===== src/rtl/uart_pkg.sv =====
// Shared UART definitions: receiver FSM states, prescale counter width and bit-period reload values.
// Pure declarations; no latency or backpressure.
package uart_pkg;

    localparam int C_CNT_W = 19;
    localparam int C_BIT_W = 4;

    typedef enum logic [2:0] {
        IDLE,
        START,
        DATA,
        STOP,
        BREAK
    } state_t;

    // The counter counts down to zero inclusive, so a period of N cycles reloads N-1.
    function automatic logic [C_CNT_W-1:0] f_reload(input int prescale, input logic half);
        logic [C_CNT_W-1:0] v_p;
        v_p = C_CNT_W'(prescale);
        return half ? (v_p << 2) - C_CNT_W'(1) : (v_p << 3) - C_CNT_W'(1);
    endfunction

endpackage


===== src/rtl/uart_sync.sv =====
// Two-flop synchroniser for an asynchronous input, reset to 1 (idle line); 2-cycle latency.
// No backpressure.
module uart_sync (
    input  logic clk,
    input  logic rst,
    input  logic i_async,
    output logic o_sync
);

    logic r_meta;
    logic r_sync;

    always_ff @(posedge clk) begin
        if (!rst) begin
            r_meta <= 1'b1;
            r_sync <= 1'b1;
        end else begin
            r_meta <= i_async;
            r_sync <= r_meta;
        end
    end

    assign o_sync = r_sync;

endmodule


===== src/rtl/uart_rx.sv =====
// UART receiver, 8N1-style framing with mid-bit sampling; word valid one cycle after the stop-bit sample.
// Held word waits on uart_rxready; a newer word overwrites it and pulses overrun_error.
module uart_rx
    import uart_pkg::*;
#(
    parameter int G_DATAWIDTH = 8,
    parameter int G_PRESCALE  = 1302
) (
    input  logic                   clk,
    input  logic                   rst,
    input  logic                   rxd,
    output logic [G_DATAWIDTH-1:0] uart_rxdata,
    output logic                   uart_rxvalid,
    input  logic                   uart_rxready,
    output logic                   busy,
    output logic                   frame_error,
    output logic                   overrun_error
);

    localparam logic [C_CNT_W-1:0] C_FULL = f_reload(G_PRESCALE, 1'b0);
    localparam logic [C_CNT_W-1:0] C_HALF = f_reload(G_PRESCALE, 1'b1);

    logic                   w_rxd_s;
    logic                   w_tick;
    state_t                 r_state;
    state_t                 w_state_nxt;
    logic [C_CNT_W-1:0]     r_cnt;
    logic [C_CNT_W-1:0]     w_cnt_nxt;
    logic [C_BIT_W-1:0]     r_bits;
    logic [C_BIT_W-1:0]     w_bits_nxt;
    logic [G_DATAWIDTH-1:0] r_shift;
    logic [G_DATAWIDTH-1:0] w_shift_nxt;
    logic                   w_done;
    logic                   w_ferr;
    logic [G_DATAWIDTH-1:0] r_data;
    logic                   r_vld;
    logic                   r_ferr;
    logic                   r_ovr;

    uart_sync u_sync (
        .clk     (clk),
        .rst     (rst),
        .i_async (rxd),
        .o_sync  (w_rxd_s)
    );

    assign w_tick = (r_cnt == '0);

    always_comb begin
        w_state_nxt = r_state;
        w_cnt_nxt   = w_tick ? r_cnt : r_cnt - C_CNT_W'(1);
        w_bits_nxt  = r_bits;
        w_shift_nxt = r_shift;
        w_done      = 1'b0;
        w_ferr      = 1'b0;
        case (r_state)
            IDLE: begin
                if (!w_rxd_s) begin
                    w_cnt_nxt   = C_HALF;
                    w_state_nxt = START;
                end
            end
            START: begin
                if (w_tick) begin
                    if (!w_rxd_s) begin
                        w_cnt_nxt   = C_FULL;
                        w_bits_nxt  = C_BIT_W'(G_DATAWIDTH);
                        w_state_nxt = DATA;
                    end else begin
                        w_state_nxt = IDLE;
                    end
                end
            end
            DATA: begin
                if (w_tick) begin
                    // LSB arrives first, so each bit enters at the top and walks down.
                    w_shift_nxt                  = r_shift >> 1;
                    w_shift_nxt[G_DATAWIDTH-1]   = w_rxd_s;
                    w_bits_nxt                   = r_bits - C_BIT_W'(1);
                    w_cnt_nxt                    = C_FULL;
                    if (r_bits == C_BIT_W'(1)) begin
                        w_state_nxt = STOP;
                    end
                end
            end
            STOP: begin
                if (w_tick) begin
                    if (w_rxd_s) begin
                        w_done      = 1'b1;
                        w_state_nxt = IDLE;
                    end else begin
                        w_ferr      = 1'b1;
                        w_state_nxt = BREAK;
                    end
                end
            end
            BREAK: begin
                if (w_rxd_s) begin
                    w_state_nxt = IDLE;
                end
            end
            default: begin
                w_state_nxt = IDLE;
            end
        endcase
    end

    always_ff @(posedge clk) begin
        if (!rst) begin
            r_state <= IDLE;
            r_cnt   <= '0;
            r_bits  <= '0;
            r_shift <= '0;
            r_data  <= '0;
            r_vld   <= 1'b0;
            r_ferr  <= 1'b0;
            r_ovr   <= 1'b0;
        end else begin
            r_state <= w_state_nxt;
            r_cnt   <= w_cnt_nxt;
            r_bits  <= w_bits_nxt;
            r_shift <= w_shift_nxt;
            r_ferr  <= w_ferr;
            r_ovr   <= w_done & r_vld & ~uart_rxready;
            if (w_done) begin
                r_data <= r_shift;
                r_vld  <= 1'b1;
            end else if (uart_rxready) begin
                r_vld <= 1'b0;
            end
        end
    end

    assign uart_rxdata   = r_data;
    assign uart_rxvalid  = r_vld;
    assign busy          = (r_state != IDLE);
    assign frame_error   = r_ferr;
    assign overrun_error = r_ovr;

endmodule


===== config.mk =====
export PLATFORM = sky130hd
export DESIGN_NAME = uart_rx
export DESIGN_NICKNAME = d
export VERILOG_FILES = /design/src/rtl/uart_pkg.sv /design/src/rtl/uart_sync.sv /design/src/rtl/uart_rx.sv
export SDC_FILE = /design/constraint.sdc
export NUM_CORES = 1
export LEC_CHECK = 0
export BUFFER_PORTS_ARGS = -buffer_cell sky130_fd_sc_hd__buf_4
export CORE_MARGIN = 2
export CORE_UTILIZATION = 30
export CTS_BUF_LIST = sky130_fd_sc_hd__clkbuf_8
export DETAILED_ROUTE_END_ITERATION = 8
export PLACE_DENSITY_LB_ADDON = 0.15
export SYNTH_ARGS = -nofsm -noshare
export SYNTH_HDL_FRONTEND = slang
export SYNTH_SLANG_ARGS = --single-unit

===== constraint.sdc =====
create_clock -name clk -period 2.6 [get_ports clk]
set_input_delay 0.13 -clock clk [delete_from_list [all_inputs] [get_ports clk]]
set_output_delay 0.13 -clock clk [all_outputs]
set_load 0.02 [all_outputs]

# Word-level counts from Yosys, hierarchy flattened
# Index checks and enable logic that the tools add are counted.
dict set report word_totals {
  ff_bits 47
  inputBits 4
  out_inout_bits 12
  wordCells 61
}
dict set report op_classes {
  n_addsub 2
  eq_ne 12
  mux 25
  bitwise_logic 3
  reduce_logical 9
}
# op n
set op_table {}
lappend op_table {{$mux 19} 5}
lappend op_table {{$pmux 19 s3} 1}
lappend op_table {{$mux 3} 7}
lappend op_table {{$logic_not 19->1} 1}
lappend op_table {{$sub 19x1->19 const B} 1}
lappend op_table {{$pmux 3 s5} 1}
lappend op_table {{$mux 4} 3}
lappend op_table {{$ne 2x2->1 const B} 6}
lappend op_table {{$pmux 4 s2} 1}
lappend op_table {{$eq 3x2->1 const B} 2}
lappend op_table {{$mux 1} 6}
lappend op_table {{$reduce_and 6->1} 1}
lappend op_table {{$eq 4x1->1 const B} 1}
lappend op_table {{$reduce_and 4->1} 1}
lappend op_table {{$reduce_bool 2->1} 2}
lappend op_table {{$sub 4x1->4 const B} 1}
lappend op_table {{$eq 3x1->1 const B} 1}
lappend op_table {{$eq 3x3->1 const B} 1}
lappend op_table {{$logic_not 3->1} 1}
lappend op_table {{$reduce_and 3->1} 1}
lappend op_table {{$reduce_bool 3->1} 1}
lappend op_table {{$and 1x1->1} 2}
lappend op_table {{$mux 2} 1}
lappend op_table {{$ne 2x1->1 const B} 1}
lappend op_table {{other kinds (2)} 2}

# Longest topological paths before layout
# Gate-level depths: netlist of the first run.
dict set report logic_depth {
  depth_word 5
  mapped_depth 11
  ltp_nobuf 11
}

# By module
# A second synthesis of the first run with hierarchy kept.
dict set report hier_totals {
  hier_cells 246
  hier_area_um2 2207.1
}
# module n_inst cells_per_inst area_each_um2 seq_area_each_um2
set by_module_without_submodules {}
lappend by_module_without_submodules {uart_rx 1 242 2154.6 900.9}
lappend by_module_without_submodules {uart_sync 1 4 52.6 40.0}

# Worst setup path after synthesis of the first run
# No wires, ideal clock.
dict set report synth_path {
  path_type {register to register}
  startpoint {reg r_cnt[0]}
  endpoint {reg r_cnt[0]}
  setup_ns 0.122
  t_arrival_ns 2.068
  t_required_ns 2.478
  setup_slack_ns 0.410
  stages_incl_launch_ff 11
  n_path_buf 0
  period_less_slack_ns 2.190
  path_cell_list {dfxtp_1 > inv_1 > ha_1 > nor3b_2 > nand2_2 > nor2_4 > inv_2 > ha_1 > o31a_1 > o221ai_1 > a21oi_1}
}
dict set report synth_between {
  elab_chain_cells 5
  elab_cells_between_ends 8
  cone_classes {add/sub: 1; mux: 6; reduce/logical: 1}
}
# item line_no
set synth_lines {}
lappend synth_lines {{start: declaration} uart_rx.sv:27} ;# logic [C_CNT_W-1:0] r_cnt;
lappend synth_lines {{start signal: assignment} uart_rx.sv:120} ;# r_cnt <= w_cnt_nxt;
lappend synth_lines {{$sub 19x1->19 or $logic_not 19->1 (tied branches)} {uart_rx.sv:51, uart_rx.sv:47}}
lappend synth_lines {{$mux 19} uart_rx.sv:51} ;# w_cnt_nxt = w_tick ? r_cnt : r_cnt - C_CNT_W'(1);
lappend synth_lines {{$mux 19} uart_rx.sv:65} ;# if (!w_rxd_s) begin
lappend synth_lines {{$mux 19} uart_rx.sv:64} ;# if (w_tick) begin
lappend synth_lines {{$pmux 19 s3 (*)} uart_rx.sv:56} ;# case (r_state)
# Mark *: on every way between the ends. The rest lies on a longest branch, timed or not.
# A chain may end at the register's enable or synchronous reset.

# Worst setup path in the final report of the first run
# Ends and elaborated chain as after synthesis.

==> impl_metrics.json, run 1 <==
{
  "drtPass1Iterations": 4,
  "cts_made_buffers": 5,
  "drive_gt1_frac": 0.165,
  "max_freq_ghz": 0.435,
  "tns_ps": 0,
  "outcome": "completed",
  "cts_resized": 0,
  "synth_edf_count": 0,
  "wl_per_cell_um": 13.6,
  "worstPathMaxFanout": 8,
  "die_area_mm2": 0.00805,
  "synth_ff_type": "dfxtp_1",
  "finalWirelength_um": 5060,
  "synth_seq_cells": 47,
  "syn-num-nets": 259,
  "post-route-period-util": 0.883,
  "dieHeight_um": 89.7,
  "area.growth.synth_to_final_pct": 15.7,
  "ir_drop_v": 0.000304,
  "synthArstFlopShare": 0,
  "htreeDepth": 2,
  "clkPwrFrac": 0.168,
  "postCtsHoldBufs": 1,
  "clock-sinks": 47,
  "syn_avg_cell_area_um2": 8.78,
  "combPwrFrac": 0.488,
  "num_antenna_cells": 0,
  "p_per_area_mw_per_mm2": 1140,
  "path_clk_slew_ps": 100,
  "drt_iter0_markers": 108,
  "worstPathArrival_ps": 2500,
  "boundaryPins": 16,
  "cts_tree": "done",
  "rows": 31,
  "reg2reg_slack_ps": 300,
  "port_buffers": 15,
  "hold_ws_ps": 75.9,
  "place.gp.congestion": 0.789,
  "grt_pass1_vias": 1762,
  "ys_seq_area_frac": 0.427,
  "post-cts-setup-buffers": 0,
  "die_x_um": 89.7,
  "yosysTopAreaCellShare": 0.427,
  "period_minus_slack_ps": 2300,
  "leakagePower_nw": 0.923,
  "via_count": 1835,
  "antenna_left": 0,
  "antenna_found_initial": 0,
  "rsz0062_at_grt": "false",
  "critPathLaunchType": "flip-flop",
  "worst_pin_slew_ps": 713,
  "dp_hpwl_um": 3560,
  "maxCapViolCount": 0,
  "yosysTopAreaCell": "dfxtp_1",
  "cts_root_buffer": "clkbuf_8",
  "timing_hold_violations_final": 0,
  "ys_warn_count": 0,
  "end_kind": "flip-flop",
  "clkLatencyLatePin_ps": 320,
  "setup_viol": 0,
  "switchingPower_mw": 1.30,
  "synthesis.instances": 251,
  "coreArea_mm2": 0.00718,
  "grt_first_pass_wirelength_um": 8530,
  "p_seq_frac": 0.344,
  "hold_class": "in -> reg",
  "initial_utilization": 0.307,
  "ys_types": 51,
  "drc": 0,
  "synthTopCellsByArea": "dfxtp_1 (43%), a21oi_1 (5.4%), nor2_1 (5.1%), mux2i_1 (4.1%), nand2_1 (3.7%)",
  "p_int_mw": 1.62,
  "setup.worst_path.class": "reg -> reg",
  "clockBufferDepth": 2,
  "final_nets": 279,
  "grt-ovfl-total": 0,
  "slew_violations": 0,
  "switching_share": 0.445,
  "syn_area_mm2": 0.00220,
  "skew_ps": 13.0,
  "grt_util_all_layers": 0.129,
  "slew_headroom": 0.524,
  "final_cell_mix": "dfxtp_1 (47), nor2_1 (30), a21oi_1 (24)",
  "vias_per_cell": 4.95,
  "final_common_cell": "dfxtp_1",
  "grt_max_degree": 24,
  "crit_required_ps": 2810
}
[per-layer routing]
| layer | vias up | track usage | routed length [µm] |
|---|---|---|---|
| li1 | 933 | - | - |
| met3 | 4 | 0.0377 | 184 |
| met2 | 25 | 0.216 | 2450 |
| met1 | 873 | 0.164 | 2370 |
| met5 | - | 0 | 0 |
| met4 | 0 | 0.0308 | 51 |
[area by class of cell]
class | instances | area [µm²]
fill | 762 | 4620
tap | 99 | 124
timing repair buffer | 22 | 168
sequential | 47 | 941
multi-input combinational | 184 | 1180
inverter | 11 | 41.3
clock inverter | 3 | 27.5
clock buffer | 5 | 68.8
[sequential cells by signal, indices dropped and copies added (netlist names)]
register,count
frame_error,1
overrun_error,1
r_bits,4
r_cnt,19
r_shift,8
r_state,3
u_sync.o_sync,1
u_sync.r_meta,1
uart_rxdata,8
uart_rxvalid,1
[cells by family after synthesis]
family	Yosys count	synth area share
buffers and inverters	20	0.0397
AO/OA/AOI/OAI	51	0.138
AND/OR/NAND/NOR	108	0.284
adder cells (fa/ha/maj)	4	0.0227
multiplexers	9	0.0409
flip-flops	47	0.427
XOR/XNOR	12	0.0477
[cell usage after synthesis (3+ instances only)]
library cell,instances
xor2_1,7
o21ai_0,9
o21a_1,3
a21oi_1,24
nor2_1,30
dfxtp_1,47
nor4b_1,3
nor3_1,5
and4_1,3
nor3_2,3
nand3_1,9
nand2_1,22
or3_1,4
mux2i_1,9
clkbuf_1,6
nor4_1,5
a31oi_1,3
xnor2_1,5
nand2b_1,3
inv_1,10
ha_1,4
[worst paths after layout]
check                 from            end  cells past startpoint
max               r_cnt[0]       r_cnt[0]                     11
min                    rst  u_sync.o_sync                      2
max reg2reg       r_cnt[0]       r_cnt[0]                     11
min reg2reg  u_sync.r_meta  u_sync.o_sync                      1
[stage by stage]
step / cell area (µm²) / power [mW] / utilization / setup WS, ps / std cells
after floorplan: 2200 / 2.10 / - / 410 / 251
after global placement: 2440 / 2.45 / 0.341 / 397 / 362
after detailed placement: 2440 / 2.44 / 0.341 / 333 / 362
after CTS: 2550 / 2.95 / 0.356 / 303 / 371
after global routing: 2550 / 3.15 / 0.356 / 131 / 371
final: 2550 / 2.92 / 0.356 / 303 / 371
[power groups by stage]
stage | sequential [mW] | clock [mW] | combinational, mW
floorplan | 0.986 | 0 | 1.11
global placement | 1.02 | 0 | 1.43
detailed placement | 1.02 | 0 | 1.42
CTS | 1.00 | 0.504 | 1.44
global route | 1.03 | 0.537 | 1.59
finish | 1.00 | 0.490 | 1.43
[worst max-delay path, cell delays in order, from the launching register on]
cell and delay (ps):
dfxtp_1 350, inv_1 90, ha_1 190, nor3b_2 370
nand2_2 120, nor2_4 140, inv_2 90, ha_1 310
nor2_1 160, o21bai_1 80, a21oi_1 190, a21oi_1 80
Power figures use the tool's default switching activity.
==> run 2: changes to the inputs <==
--- a/config.mk
+++ b/config.mk
@@ -10,6 +10,7 @@
 export CORE_UTILIZATION = 30
 export CTS_BUF_LIST = sky130_fd_sc_hd__clkbuf_8
 export DETAILED_ROUTE_END_ITERATION = 8
+export GPL_TIMING_DRIVEN = 0
 export PLACE_DENSITY_LB_ADDON = 0.15
 export SYNTH_ARGS = -nofsm -noshare
 export SYNTH_HDL_FRONTEND = slang
==> constraint.sdc (replaced) <==
create_clock -name clk -period 2.83 [get_ports clk]
set_input_delay 0.1415 -clock clk [delete_from_list [all_inputs] [get_ports clk]]
set_output_delay 0.1415 -clock clk [all_outputs]
set_load 0.02 [all_outputs]
==> run 2 against run 1 <==
Combinational power decreased by 12%. Core utilization is 0.087 points higher. Cell count grew 0.54%. Global-route usage shrank 0.27 points. Die area stayed put. Flip-flop and latch count unchanged. Clock skew is 1.6 ps lower. Via count decreased by 2.5%. Sequential power fell by 8%. Largest power group unchanged.
==> impl_metrics.json, run 2 (same netlist as run 1, synthesis figures left out) <==
{
  "slew_violations": 0,
  "antenna_found_initial": 0,
  "leakagePower_nw": 0.925,
  "slew_headroom": 0.630,
  "outcome": "completed",
  "cts_tree": "done",
  "critPathMaxStageDelay_ps": 380,
  "worstPathArrival_ps": 2800,
  "place.gp.congestion": 0.757,
  "clockBufferDepth": 2,
  "path_cells": "inv_1, ha_1, nor3b_2, nand2_2, nor2_4, inv_2, ha_1, o31a_1, o221ai_1, a21oi_1",
  "dp_hpwl_um": 3530,
  "die_area_mm2": 0.00805,
  "worstPathMaxFanout": 8,
  "worst_pin_slew_ps": 551,
  "grt_first_pass_wirelength_um": 8400,
  "coreArea_mm2": 0.00718,
  "cts_resized": 0,
  "drc": 0,
  "drive_gt1_frac": 0.150,
  "largest_reg_flops": 19,
  "via_count": 1790,
  "worst_path_max_delay_cell": "nor3b_2",
  "post-route-period-util": 0.921,
  "grt_max_degree": 17,
  "initial_utilization": 0.307,
  "end_kind": "flip-flop",
  "drtPass1Iterations": 4,
  "grt_busiest_layer": "met2",
  "postCtsHoldBufs": 0,
  "tns_ps": 0,
  "dieHeight_um": 89.7,
  "dpl_cell_area_mm2": 0.00244,
  "period_minus_slack_ps": 2610,
  "grtUsageMet2": 0.216,
  "place_inst": 365,
  "cts_made_buffers": 5,
  "clkLatencyLatePin_ps": 310,
  "top_register": "r_cnt",
  "die_x_um": 89.7,
  "timing_hold_violations_final": 0,
  "max_freq_ghz": 0.384,
  "area.growth.synth_to_final_pct": 16.0,
  "boundaryPins": 16,
  "crit_required_ps": 3020,
  "vias_per_cell": 4.80,
  "clock-sinks": 47,
  "final_common_cell": "dfxtp_1",
  "crit_path_frequent_cell": "ha_1",
  "antenna_left": 0,
  "grt-ovfl-total": 0,
  "drt_iter0_markers": 75,
  "hold_ws_ps": 27.2,
  "p_per_area_mw_per_mm2": 1050,
  "path_clk_slew_ps": 90,
  "port_buffers": 15,
  "critPathLaunchType": "flip-flop",
  "setup_viol": 0,
  "ir_drop_v": 0.000414,
  "rsz0062_at_grt": "false",
  "skew_ps": 11.3,
  "setup.worst_path.class": "reg -> reg",
  "post-cts-setup-buffers": 0,
  "rows": 31,
  "hold_class": "in -> reg",
  "use_met1": 0.160,
  "grt_pass1_vias": 1788,
  "num_antenna_cells": 0,
  "htreeDepth": 2,
  "wl_per_cell_um": 12.8,
  "use_met3": 0.0277,
  "fin_area_mm2": 0.00256,
  "grt_util_all_layers": 0.126,
  "finalWirelength_um": 4760,
  "layout.cells.non_filler": 373,
  "cts_root_buffer": "clkbuf_8",
  "final_nets": 281,
  "maxCapViolCount": 0,
  "fill_cells": 756,
  "final_cell_mix": "dfxtp_1 (47), nor2_1 (30), a21oi_1 (24)"
}
run 2: changes by cell type in the layout (fill, tap and decap cells not counted), sizes merged:
| cell | change |
|---|---|
| clkinv | +1 |
| clkbuf | +6 |
| clkinvlp | -1 |
| dlygate4sd3 | -1 |
| buf | -3 |
| inv | -1 |
| bufinv | +1 |
run 2: layout make-up:
cell class                 instances  area (µm²)  area share
buffer                             9        46.3      0.0181
clock buffer                       5        68.8      0.0269
clock inverter                     3        47.5      0.0186
inverter                          11        41.3      0.0161
multi-input combinational        184        1180       0.460
sequential                        47         941       0.368
tap                               99         124      0.0484
timing repair buffer              15         113      0.0440
run 2: power breakdown:
group / switching (mW) / internal (mW) / leakage, nW
clock: 0.241 / 0.268 / 0.0587
combinational: 0.751 / 0.511 / 0.485
sequential: 0.139 / 0.778 / 0.382
total: 1.13 / 1.56 / 0.925
run 2: per-stage QoR:
| step | power (mW) | setup WS (ps) | utilization |
|---|---|---|---|
| finish | 2.69 | 225 | 0.356 |
| global route | 2.92 | 9.37 | 0.356 |
| CTS | 2.72 | 198 | 0.356 |
| detailed placement | 2.20 | 215 | 0.340 |
| global placement | 2.20 | 188 | 0.340 |
| floorplan | 1.93 | 640 | - |
run 2: worst paths after layout:
path,start,to,slack [ps],cells past startpoint
min reg2reg,u_sync.r_meta,u_sync.o_sync,420,1
max,r_cnt[0],r_cnt[0],220,10
min,rxd,u_sync.r_meta,30,2
max reg2reg,r_cnt[0],r_cnt[0],220,10
run 2: worst max-delay path: cells and delay by family (launching register included):
family	cells	cell delay, ps
buffers and inverters	2	220
AOI/OAI and AO/OA	3	480
adders and majority gates	2	520
and+or+nand+nor	3	920
DFF	1	360
run 2: metal layers:
metal	vias up	part of all wire
met1	832	0.49
met3	8	0.025
met5	-	0
li1	933	-
met2	17	0.47
met4	0	0.015
